<file path="src/rtl/cordic_pkg.sv">
// rtl/cordic_pkg.sv - shared types, constants and helpers for the CORDIC phase front end
package cordic_pkg;

  typedef logic signed [15:0] fixed_t;

  localparam int          FRAC_BITS = 14;
  localparam logic [16:0] PI_Q      = 17'd51472;

  typedef enum logic [2:0] {
    IDLE,
    CONV,
    ISSUE,
    ARM,
    RUN,
    HOLD
  } state_t;

  // -(-32768) has no Q2.14 encoding, so it clamps to the largest positive value
  function automatic fixed_t sat_neg(input fixed_t x);
    if (x == 16'sh8000) return 16'sh7fff;
    return -x;
  endfunction

endpackage

</file>
<file path="src/rtl/cordic_phase_fold.sv">
// rtl/cordic_phase_fold.sv - folds a full-turn phase into [-pi/2, pi/2) and scales it to Q2.14 radians
module cordic_phase_fold
  import cordic_pkg::*;
(
  input  logic [15:0] phase,
  output logic [15:0] angle,
  output logic        neg
);

  localparam logic signed [32:0] ROUND = 33'sd1 <<< FRAC_BITS;

  fixed_t             folded;
  logic signed [32:0] prod;

  // Flipping the MSB shifts the phase by pi; the result sign is restored downstream.
  always_comb begin
    neg    = phase[15] ^ phase[14];
    folded = neg ? fixed_t'(phase ^ 16'h8000) : fixed_t'(phase);
    prod   = $signed({{17{folded[15]}}, folded}) * $signed({16'd0, PI_Q});
    angle  = 16'((prod + ROUND) >>> (FRAC_BITS + 1));
  end

endmodule

</file>
<file path="src/rtl/cordic_phase_frontend.sv">
// rtl/cordic_phase_frontend.sv - phase request front end that drives the CORDIC core and sign-fixes its result
module cordic_phase_frontend
  import cordic_pkg::*;
#(
  parameter int PHASE_W     = 16,
  parameter int ARM_TIMEOUT = 4
) (
  input  logic               clk,
  input  logic               rst_n,
  input  logic               in_valid,
  output logic               in_ready,
  input  logic [PHASE_W-1:0] phase_in,
  output logic               core_start,
  output logic [15:0]        core_angle,
  input  logic               core_busy,
  input  logic [15:0]        core_sin,
  input  logic [15:0]        core_cos,
  output logic               out_valid,
  input  logic               out_ready,
  output logic [15:0]        sin_out,
  output logic [15:0]        cos_out,
  output logic               err
);

  localparam int               CNT_W    = $clog2(ARM_TIMEOUT + 1);
  localparam logic [CNT_W-1:0] ARM_LAST = CNT_W'(ARM_TIMEOUT - 1);

  state_t           state_q, state_d;
  logic [15:0]      phase_q, phase_d;
  logic [15:0]      angle_q, angle_d;
  logic             neg_q, neg_d;
  logic             start_q, start_d;
  logic [CNT_W-1:0] cnt_q, cnt_d;
  logic             err_q, err_d;
  logic             in_ready_q, in_ready_d;
  logic             out_valid_q, out_valid_d;
  logic [15:0]      sin_q, sin_d;
  logic [15:0]      cos_q, cos_d;

  logic [15:0]      fold_angle;
  logic             fold_neg;

  cordic_phase_fold u_fold (
    .phase (phase_q),
    .angle (fold_angle),
    .neg   (fold_neg)
  );

  always_comb begin
    state_d     = state_q;
    phase_d     = phase_q;
    angle_d     = angle_q;
    neg_d       = neg_q;
    start_d     = 1'b0;
    cnt_d       = cnt_q;
    err_d       = err_q;
    in_ready_d  = in_ready_q;
    out_valid_d = out_valid_q;
    sin_d       = sin_q;
    cos_d       = cos_q;

    case (state_q)
      IDLE: begin
        in_ready_d = 1'b1;
        if (in_ready_q && in_valid) begin
          phase_d    = 16'(phase_in);
          in_ready_d = 1'b0;
          state_d    = CONV;
        end
      end
      CONV: begin
        angle_d = fold_angle;
        neg_d   = fold_neg;
        start_d = 1'b1;
        state_d = ISSUE;
      end
      ISSUE: begin
        cnt_d   = '0;
        state_d = ARM;
      end
      // A core that never raises busy is treated as single-cycle, so the result is still delivered.
      ARM: begin
        if (core_busy) begin
          state_d = RUN;
        end else if (cnt_q == ARM_LAST) begin
          err_d   = 1'b1;
          state_d = RUN;
        end else begin
          cnt_d = cnt_q + 1'b1;
        end
      end
      RUN: begin
        if (!core_busy) begin
          sin_d       = neg_q ? sat_neg(core_sin) : core_sin;
          cos_d       = neg_q ? sat_neg(core_cos) : core_cos;
          out_valid_d = 1'b1;
          state_d     = HOLD;
        end
      end
      HOLD: begin
        if (out_ready) begin
          out_valid_d = 1'b0;
          in_ready_d  = 1'b1;
          state_d     = IDLE;
        end
      end
      default: begin
        state_d = IDLE;
      end
    endcase
  end

  always_ff @(posedge clk or negedge rst_n) begin
    if (!rst_n) begin
      state_q     <= IDLE;
      phase_q     <= '0;
      angle_q     <= '0;
      neg_q       <= 1'b0;
      start_q     <= 1'b0;
      cnt_q       <= '0;
      err_q       <= 1'b0;
      in_ready_q  <= 1'b0;
      out_valid_q <= 1'b0;
      sin_q       <= '0;
      cos_q       <= '0;
    end else begin
      state_q     <= state_d;
      phase_q     <= phase_d;
      angle_q     <= angle_d;
      neg_q       <= neg_d;
      start_q     <= start_d;
      cnt_q       <= cnt_d;
      err_q       <= err_d;
      in_ready_q  <= in_ready_d;
      out_valid_q <= out_valid_d;
      sin_q       <= sin_d;
      cos_q       <= cos_d;
    end
  end

  assign in_ready   = in_ready_q;
  assign core_start = start_q;
  assign core_angle = angle_q;
  assign out_valid  = out_valid_q;
  assign sin_out    = sin_q;
  assign cos_out    = cos_q;
  assign err        = err_q;

endmodule

</file>
<file path="config.mk">
export PLATFORM = sky130hd
export DESIGN_NAME = cordic_phase_frontend
export DESIGN_NICKNAME = d
export VERILOG_FILES = /design/src/rtl/cordic_pkg.sv /design/src/rtl/cordic_phase_fold.sv /design/src/rtl/cordic_phase_frontend.sv
export SDC_FILE = /design/constraint.sdc
export NUM_CORES = 1
export LEC_CHECK = 0
export CORE_MARGIN = 5
export CORE_UTILIZATION = 45
export CTS_CLUSTER_DIAMETER = 100
export DETAILED_ROUTE_END_ITERATION = 6
export PLACE_DENSITY = 0.69
export SYNTH_ARGS = -nofsm -noshare
export SYNTH_HDL_FRONTEND = slang
export SYNTH_SLANG_ARGS = --single-unit
</file>
<file path="constraint.sdc">
create_clock -name clk -period 12.77 [get_ports clk]
set_clock_uncertainty 0.1 [all_clocks]
set_input_delay 1.277 -clock clk [delete_from_list [all_inputs] [get_ports clk]]
set_output_delay 1.277 -clock clk [all_outputs]
set_load 0.005 [all_outputs]
</file>
==> impl_results.md, run 1 <==
- Number of global-route vias before repair: 5701
- Sequential area share after synthesis: 0.284
- Overall die width: 131 um
- Proportion of synthesized area in mux cells: 0.0197
- Worst reg2reg setup slack: 6.89 ns
- Worst slew margin: 0.261
- Avg Cell Area, Syn: 9.10 sq um
- Area of the core: 0.0145 sq mm
- Reg-to-Reg Start: phase_q[14]
- First-pass GRT wire length: 27600 um
- Total of warnings raised by yosys: 0
- Fmax achieved: 170 MHz
- CTS Buf Count: 9
- RR Endpoint: core_angle[15]
- Simple-gate share of the synthesized area: 0.142
- Hold Crit Class: reg2reg
- Post-CTS setup buffers: 0
- DR WL/cell: 15.9 um
- Worst stage delay on the critical path: 0.81 ns
- Post-synth EDFFs: 0
- Layout area overhead: 23.2%
- Top routing layer used: met4
- Final setup viols: 0
- Antenna-violating nets left: 0
- Xor/xnor cell area share of the yosys netlist: 0.0953
- ANT cells: 0
- I/O pin total: 105
- Hold Crit Depth: 2
- Worst Hold End: core_angle[3]
- Vias per std cell: 5.52
- Hold-fix buffers at CTS: 0
- Ys async rst share: 1.00
- Worst Setup End Kind: flop
- Max Cap Violations: 0
- Drt drc: 0
- Critical path, cell by cell: clkinv_1 > fa_1 > xnor2_1 > xnor2_1 > ha_1 > ha_1 > and2_1 > a221o_1 > xor2_1 > o211ai_2 > a2111oi_4 > nand4_2 > or3_1 > a311oi_1 > nor3b_1
- Unrepaired setup endpoints after global routing: no
- PostCTS Resize Cnt: 0
- Initial Util: 0.457
- Drt total wl: 16000 um
- Compound-gate portion of the synthesized area: 0.161
- WL met1: 7000 um
- Die area: 0.0172 sq mm
- WL met3: 831 um
- GRT Residual Overflow: 0
- Synth unique cells: 61
- WP data arrival: 6.00 ns
- Antenna violations before repair: 0
- Metal2 WL: 7900 um
- CTS tree: yes
- Max Slew Vio Count: 0
- Final GP Congestion: 0.925
- Minimum clock period after layout: 5.88 ns
- Final Cycle Share: 0.461
- Slowest-stage cell, CP: fa_1
- Fin. Hold Viols: 0
- Post-DP HPWL: 12700 um
- Depth of the CTS H-tree: 3
- Setup TNS: 0 ns
- Measured slew at the worst slew-check pin: 1.11 ns
- Drt first pass iters: 5
- Clock Path Buffers: 2
- Largest net degree at the start of global routing: 76
- First DRT Iteration DRCs: 311
- Worst-Skew Late Latency: 0.34 ns
- Die Y: 131 um
- Most common flop cell mapped by yosys: dfrtp_1
- Layout cells sized above 1: 0.0547
- Largest family of logic cells by synthesized area: adder cells
- Worst Reg-to-Reg Cells: 15
- Setup crit start kind: flop
- Crit path kind: reg2reg
- Clock Sinks: 75
- Total number of vias: 5550
- Worst Hold Launch: core_angle[3]
- CTS root buffer: clkbuf_16
- Cells after Synth: 727
- CP required: 12.89 ns
- Post-Syn Nets: 887
- Fraction of the mapped netlist area in adder cells: 0.242
- Worst-path fanout max: 16
- Total number of placement rows: 44
- Status: finished clean
- Post-Syn Area: 0.00662 sq mm
- Number of I/O port buffers: 104
- Clk slew on worst S/H paths: 0.06 ns
- GRT Total Usage: 0.189
- Final nets: 977
- FF+latch count, synth: 75
[sequential cells by signal, indices dropped and copies added (netlist names)]
signal      cells
core_angle     16
cos_out        16
phase_q        16
sin_out        16
cnt_q           3
state_q         3
core_start      1
err             1
in_ready        1
neg_q           1
out_valid       1
[cell usage after synthesis, drive strengths merged, types with 3 or more instances]
master	instances	area, sq um
a2111oi	3	57.6
a21oi	51	259
nor4	4	37.5
inv	70	263
and3	4	25.0
nor3	14	75.1
or4	3	22.5
or3	10	62.6
nor2b	5	31.3
xnor2	33	289
clkbuf	25	93.8
nor2	57	214
nand3	12	60.1
fa	35	701
a211o	4	35.0
o31ai	5	37.5
nand2b	3	18.8
a21o	6	45.0
dfrtp	75	1880
nand4	6	43.8
o22ai	3	18.8
o21a	3	22.5
nand2	70	263
xor2	39	342
mux2i	4	40.0
o211ai	5	47.5
o21ai	48	240
a31o	3	26.3
o311ai	3	26.3
a211oi	5	37.5
o41ai	5	43.8
or2	3	18.8
mux2	8	90.1
ha	72	901
a22o	3	26.3
a31oi	6	37.5
[layer usage]
layer	up-vias	GRT usage
met3	16	0.0443
met5	-	0
li1	2685	-
met4	0	0.0474
met1	2710	0.239
met2	139	0.327
[worst max-delay path by stage]
stage | from | to | slack (ns) | cells after the start
after global placement | phase_q[14] | core_angle[15] | 7.03 | 15
final | phase_q[14] | core_angle[15] | 6.89 | 15
after detailed placement | phase_q[14] | core_angle[15] | 6.84 | 15
after global routing | phase_q[14] | core_angle[15] | 6.48 | 15
after CTS | phase_q[14] | core_angle[15] | 6.81 | 15
after floorplan | phase_q[14] | core_angle[15] | 7.43 | 16
[layout make-up]
type                            count  area (sq um)
Clock buffer                       10           239
Clock inverter                      6           113
Fill cell                        1312          6330
Inverter                           71           267
Multi-Input combinational cell    554          4370
Sequential cell                    75          1880
Tap cell                          184           230
Timing Repair Buffer              106          1050
[cells in the final DEF, fill, tap and decap left out, types with 4 or more instances in the layout]
cell type and n:
xnor2_1 33, and3_1 4, a211oi_1 5, a31oi_1 6
nor2_1 57, fa_1 35, o31ai_1 5, nor3_1 12
dfrtp_1 75, clkbuf_16 9, a21oi_1 50, o21ai_0 44
a211o_1 4, clkdlybuf4s50_1 103, inv_1 70, o41ai_1 5
mux2i_1 4, nand3_1 12, nor2b_1 5, mux2_2 8
ha_1 72, o21ai_1 4, or3_1 10, nand2_1 70
a21o_1 6, xor2_1 39, nand4_1 5
[cells by family after synthesis]
kind of cell / after synthesis
adders and majority gates: 107
DFF: 75
buffers and inverters: 98
and+or+nand+nor: 199
AOI/OAI and AO/OA: 164
xor gates and xnor gates: 72
muxes: 12
[worst max-delay path, delay by kind of cell, from the launching register on]
kind            cells  cell delay (ns)
flops               1             0.74
simple gates        4             0.91
xor+xnor            3             0.51
compound gates      4             1.25
fa+ha+maj           3             1.47
buf+inv             1             0.80
[through the flow]
stage / worst slack (ns) / hold WS, ns / cells / utilization / instance area [sq um]
floorplan: 7.43 / 0.351 / 727 / - / 6620
global placement: 7.03 / 0.345 / 990 / 0.539 / 7800
detailed placement: 6.84 / 0.359 / 990 / 0.539 / 7800
CTS: 6.81 / 0.378 / 1006 / 0.563 / 8150
global route: 6.48 / 0.401 / 1006 / 0.563 / 8150
finish: 6.89 / 0.381 / 1006 / 0.563 / 8150
Power of run 1 is not shown: default switching activity piles up to over one toggle a cycle in this logic, so the estimate is an artifact.
==> run 2, diff against run 1 <==
Clock period 12.77 ns to 5.5 ns, I/O delays scaled along.
==> run 2 against run 1 <==
  * Hold slack got worse by 0.15 ns
  * Die area did not move
  * Design area rose by 9.3%
  * Via count rose by 4.2%
  * Global-route usage rose by 0.62 points
  * Register-to-register slack got worse by 6.7 ns
  * Core utilization rose by 5.2 points
  * Sequential share of layout area fell by 1.9 points
  * Count of clock-buffer cells in the layout fell by 1
  * Fmax rose by 10%
  * Sequential cell count did not move
  * Critical endpoint unchanged
  * Highest routed layer unchanged
==> impl_results.md, run 2 (synthesis gave the netlist of run 1 again) <==
- Final setup viols: 0 (unchanged)
- Final GP Congestion: 0.954 (was 0.925)
- Antenna-violating nets left: 0 (unchanged)
- Clock Sinks: 75 (unchanged)
- Number of I/O port buffers: 104 (unchanged)
- Status: finished clean (unchanged)
- Final nets: 1028 (was 977)
- WP data arrival: 5.47 ns (was 6.00 ns)
- Worst slew margin: 0.207 (was 0.261)
- Total number of vias: 5784 (was 5550)
- Area of the core: 0.0145 sq mm (unchanged)
- Depth of the CTS H-tree: 3 (unchanged)
- Setup ws final: 0.149 ns (was 6.89 ns)
- First DRT Iteration DRCs: 319 (was 311)
- Hold-fix buffers at CTS: 0 (unchanged)
- Most frequent cells in the layout: 103 x clkdlybuf4s50_1, 72 x dfrtp_1, 70 x inv_1 (was 103 x clkdlybuf4s50_1, 75 x dfrtp_1, 72 x ha_1)
- Final Cycle Share: 0.973 (was 0.461)
- Setup crit start kind: flop (unchanged)
- DP Area: 0.00810 sq mm (was 0.00780 sq mm)
- Die area: 0.0172 sq mm (unchanged)
- Worst-path fanout max: 5 (was 16)
- Most common cell after layout, fill and taps aside: clkdlybuf4s50_1 (unchanged)
- Largest net degree at the start of global routing: 76 (unchanged)
- Fin. Hold Viols: 0 (unchanged)
- Number of global-route vias before repair: 5940 (was 5701)
- Setup TNS: 0 ns (unchanged)
- Crit path kind: reg2reg (unchanged)
- CTS root buffer: clkbuf_16 (unchanged)
- ANT cells: 0 (unchanged)
- Minimum clock period after layout: 5.35 ns (was 5.88 ns)
- Fill cell count: 1199 (was 1312)
- Top routing layer used: met4 (unchanged)
- GRT Residual Overflow: 0 (unchanged)
- Finished Cell Area: 0.00891 sq mm (was 0.00815 sq mm)
- Drt drc: 0 (unchanged)
- First-pass GRT wire length: 28400 um (was 27600 um)
- Drt total wl: 17400 um (was 16000 um)
- Die Y: 131 um (unchanged)
- WL met1: 7630 um (was 7000 um)
- Clock Path Buffers: 2 (unchanged)
- Max Slew Vio Count: 0 (unchanged)
- DR WL/cell: 16.4 um (was 15.9 um)
- WL met3: 866 um (was 831 um)
- Layout area overhead: 34.6% (was 23.2%)
- I/O pin total: 105 (unchanged)
- Clk slew on worst S/H paths: 0.06 ns (about the same)
- Worst-Skew Late Latency: 0.34 ns (about the same)
- Hold Crit Class: in2async (was reg2reg)
- Post-DP HPWL: 13400 um (was 12700 um)
- CP required: 5.62 ns (was 12.89 ns)
- Total number of placement rows: 44 (unchanged)
- CTS Buf Count: 9 (unchanged)
- Overall die width: 131 um (unchanged)
- GRT Total Usage: 0.195 (was 0.189)
- Measured slew at the worst slew-check pin: 1.19 ns (was 1.11 ns)
- Initial Util: 0.457 (unchanged)
- Drt first pass iters: 7 (was 5)
- Antenna violations before repair: 0 (unchanged)
- Place WS: -0.0709 ns (was 6.84 ns)
- Fmax achieved: 187 MHz (was 170 MHz)
- Layout cells sized above 1: 0.165 (was 0.0547)
- Vias per std cell: 5.47 (was 5.52)
- Metal2 WL: 8670 um (was 7900 um)
- CTS tree: yes (unchanged)
- Worst Setup End Kind: flop (unchanged)
- Max Cap Violations: 0 (unchanged)
## run 2: critical path: stages, from the launching register on
cell	delay, ns
dfrtp_2	0.45
buf_4	0.16
buf_4	0.15
fa_1	0.51
fa_1	0.52
inv_1	0.05
fa_1	0.51
inv_1	0.08
ha_4	0.25
ha_4	0.31
nand2_4	0.08
nor4_4	0.35
nand3_2	0.13
a22o_4	0.28
a2111oi_4	0.35
nand4_2	0.17
or3_4	0.40
a311oi_2	0.31
nor3b_2	0.08
## run 2: area by class of cell
class | count | area, sq um | area share
Clock buffer | 9 | 225 | 0.0253
Clock inverter | 7 | 92.6 | 0.0104
Inverter | 71 | 267 | 0.0299
Multi-Input combinational cell | 554 | 4770 | 0.536
Sequential cell | 75 | 1880 | 0.211
Tap cell | 184 | 230 | 0.0258
Timing Repair Buffer | 157 | 1440 | 0.162
## run 2: stage by stage
stage	hold slack, ns	util	std cells
after floorplan	0.154	-	727
after global placement	0.343	0.560	1030
after detailed placement	0.358	0.560	1030
after CTS	0.297	0.590	1051
after global routing	0.340	0.615	1057
final	0.230	0.615	1057
## run 2: what timing repair did
action | CTS | global route
pin swaps | 9 | 27
setup endpoints to repair | 2 | 7
resized for setup | 14 | 50
setup buffers | 5 | 6
## run 2: routing by layer
layer  up-vias  track usage
met5         -            0
met4         0       0.0509
met3        20       0.0466
met2       144        0.333
met1      2821        0.250
li1       2799            -
## run 2: final timing paths
path | end | slack (ns) | cells after the start | start
max | core_angle[15] | 0.15 | 18 | phase_q[6]
min | sin_out[8] | 0.23 | 1 | rst_n
max reg2reg | core_angle[15] | 0.15 | 18 | phase_q[6]
min reg2reg | err | 0.37 | 1 | err
max in group asynchronous | phase_q[6] | 4.38 | 1 | rst_n
min in group clk | err | 0.37 | 1 | err
Power of run 2 is left out for the same reason.
==> run 3, diff against run 2 <==
Settings changed: PLACE_DENSITY 0.69 to 0.8.
==> run 3 against run 2 <==
  * Die area unchanged
  * Fmax down 0.57%
  * Highest routed layer unchanged
  * First-iteration DRC count down 1.3%
  * Non-clock buffer count down 20
  * Count of clock-buffer cells in the layout up 1
  * Routed wire length down 4.9%
  * Critical endpoint unchanged
  * Core utilization down 2.4 points
  * Sequential share of layout area up 0.86 points
  * Sequential cell count unchanged
  * Critical path depth up 1
  * Cell count down 1.9%
  * Register-to-register slack worse by 0.03 ns
==> impl_results.md, run 3 (synthesis gave the netlist of run 1 again) <==
- Status: finished clean (unchanged)
- Total number of vias: 5616 (was 5784)
- Antenna-violating nets left: 0 (unchanged)
- Worst Setup End Kind: flop (unchanged)
- GRT Total Usage: 0.183 (was 0.195)
- Drt drc: 0 (unchanged)
- Max Cap Violations: 0 (unchanged)
- Final nets: 1008 (was 1028)
- Number of I/O port buffers: 104 (unchanged)
- CTS Buf Count: 9 (unchanged)
- Total number of placement rows: 44 (unchanged)
- Drt total wl: 16500 um (was 17400 um)
- Vias per std cell: 5.42 (was 5.47)
- Drt first pass iters: 4 (was 7)
- Layout cells sized above 1: 0.123 (was 0.165)
- I/O pin total: 105 (unchanged)
- Clk slew on worst S/H paths: 0.06 ns (about the same)
- Final Cycle Share: 0.978 (was 0.973)
- Worst-path fanout max: 6 (was 5)
- Initial Util: 0.457 (unchanged)
- Fmax achieved: 186 MHz (was 187 MHz)
- Fin. Hold Viols: 0 (unchanged)
- Place WS: -0.0391 ns (was -0.0709 ns)
- Final setup viols: 0 (unchanged)
- Area of the core: 0.0145 sq mm (unchanged)
- Worst slew margin: 0.212 (was 0.207)
- First DRT Iteration DRCs: 315 (was 319)
- Clock Path Buffers: 2 (unchanged)
- Largest net degree at the start of global routing: 76 (unchanged)
- CP required: 5.66 ns (was 5.62 ns)
- ANT cells: 0 (unchanged)
- Die Y: 131 um (unchanged)
- Most frequent cells in the layout: 103 x clkdlybuf4s50_1, 72 x dfrtp_1, 70 x inv_1 (unchanged)
- First-pass GRT wire length: 26300 um (was 28400 um)
- Final GP Congestion: 0.966 (was 0.954)
- Fill cell count: 1198 (was 1199)
- Worst-Skew Late Latency: 0.34 ns (about the same)
- Crit path kind: reg2reg (unchanged)
- Clock Sinks: 75 (unchanged)
- CTS tree: yes (unchanged)
- Finished Cell Area: 0.00856 sq mm (was 0.00891 sq mm)
- Max Slew Vio Count: 0 (unchanged)
- Antenna violations before repair: 0 (unchanged)
- Number of global-route vias before repair: 5405 (was 5940)
- Die area: 0.0172 sq mm (unchanged)
- Hold Crit Class: in2async (unchanged)
- CTS root buffer: clkbuf_16 (unchanged)
- Post-DP HPWL: 12600 um (was 13400 um)
- Measured slew at the worst slew-check pin: 1.18 ns (was 1.19 ns)
- Layout area overhead: 29.3% (was 34.6%)
- Minimum clock period after layout: 5.38 ns (was 5.35 ns)
- Setup ws final: 0.119 ns (was 0.149 ns)
- Most common cell after layout, fill and taps aside: clkdlybuf4s50_1 (unchanged)
- Overall die width: 131 um (unchanged)
- DR WL/cell: 15.9 um (was 16.4 um)
- GRT Residual Overflow: 0 (unchanged)
- WP data arrival: 5.54 ns (was 5.47 ns)
- Depth of the CTS H-tree: 3 (unchanged)
- DP Area: 0.00798 sq mm (was 0.00810 sq mm)
- Setup crit start kind: flop (unchanged)
[run 3: cell count changes in the layout (fill, tap and decap cells not counted), moves of 3 or more]
cell | previous run | this run
ha_1 | 57 | 62
buf_4 | 53 | 34
a21oi_1 | 45 | 48
ha_4 | 14 | 10
[run 3: worst paths after layout]
check                                    from             end  slack [ns]  cells after the start
worst max-delay path               phase_q[3]  core_angle[15]        0.12                     19
worst min-delay path                    rst_n     sin_out[11]        0.26                      1
worst max register to register     phase_q[3]  core_angle[15]        0.12                     19
worst min register to register  core_angle[6]   core_angle[6]        0.38                      2
max in group asynchronous               rst_n      phase_q[2]        4.38                      1
min in group clk                core_angle[6]   core_angle[6]        0.38                      2
[run 3: per-stage QoR]
step / hold WS (ns) / util / instances / setup TNS, ns
after floorplan: 0.154 / - / 727 / 0
after global placement: 0.357 / 0.551 / 1013 / 0
after detailed placement: 0.367 / 0.551 / 1013 / -0.0391
after CTS: 0.288 / 0.571 / 1029 / 0
after global routing: 0.352 / 0.591 / 1037 / -0.108
final: 0.255 / 0.591 / 1037 / 0
[run 3: area by class of cell]
| class | count | area, sq um | share of cell area |
|---|---|---|---|
| clock buffers | 10 | 229 | 0.0268 |
| clock inverters | 6 | 42.5 | 0.00497 |
| inverters | 71 | 267 | 0.0311 |
| multi-input cells | 554 | 4620 | 0.540 |
| flip-flops and latches | 75 | 1880 | 0.220 |
| well taps | 184 | 230 | 0.0269 |
| repair buffers | 137 | 1290 | 0.150 |
[run 3: repair_timing]
item | 4_1_cts | 5_1_grt
buffers inserted | 0 | 8
pin swaps | 1 | 15
endpoints found under the setup margin | 1 | 7
hold buffers | 0 | 0
gates resized for setup | 4 | 34
[run 3: per-layer routing]
metal  global-route usage  vias to the layer above  wire length (um)
met3               0.0378                       23               859
met5                    0                        -                 0
met2                0.299                      163              8020
li1                     -                     2753                 -
met4               0.0554                        0               265
met1                0.244                     2677              7350
[run 3: worst max-delay path, cell delays in order (launching register included)]
cell and delay, ns:
dfrtp_1 0.46, ha_1 0.35, fa_1 0.44, fa_1 0.50, inv_1 0.05, fa_1 0.49, inv_1 0.04, ha_1 0.32
ha_4 0.31, buf_4 0.14, nand2_1 0.17, a211oi_1 0.33, or3_1 0.18, o211ai_2 0.12, a2111oi_4 0.40, nand4_2 0.14
buf_4 0.18, o21ai_1 0.21, a311oi_2 0.13, nor3b_1 0.22
Power of run 3 is left out for the same reason.
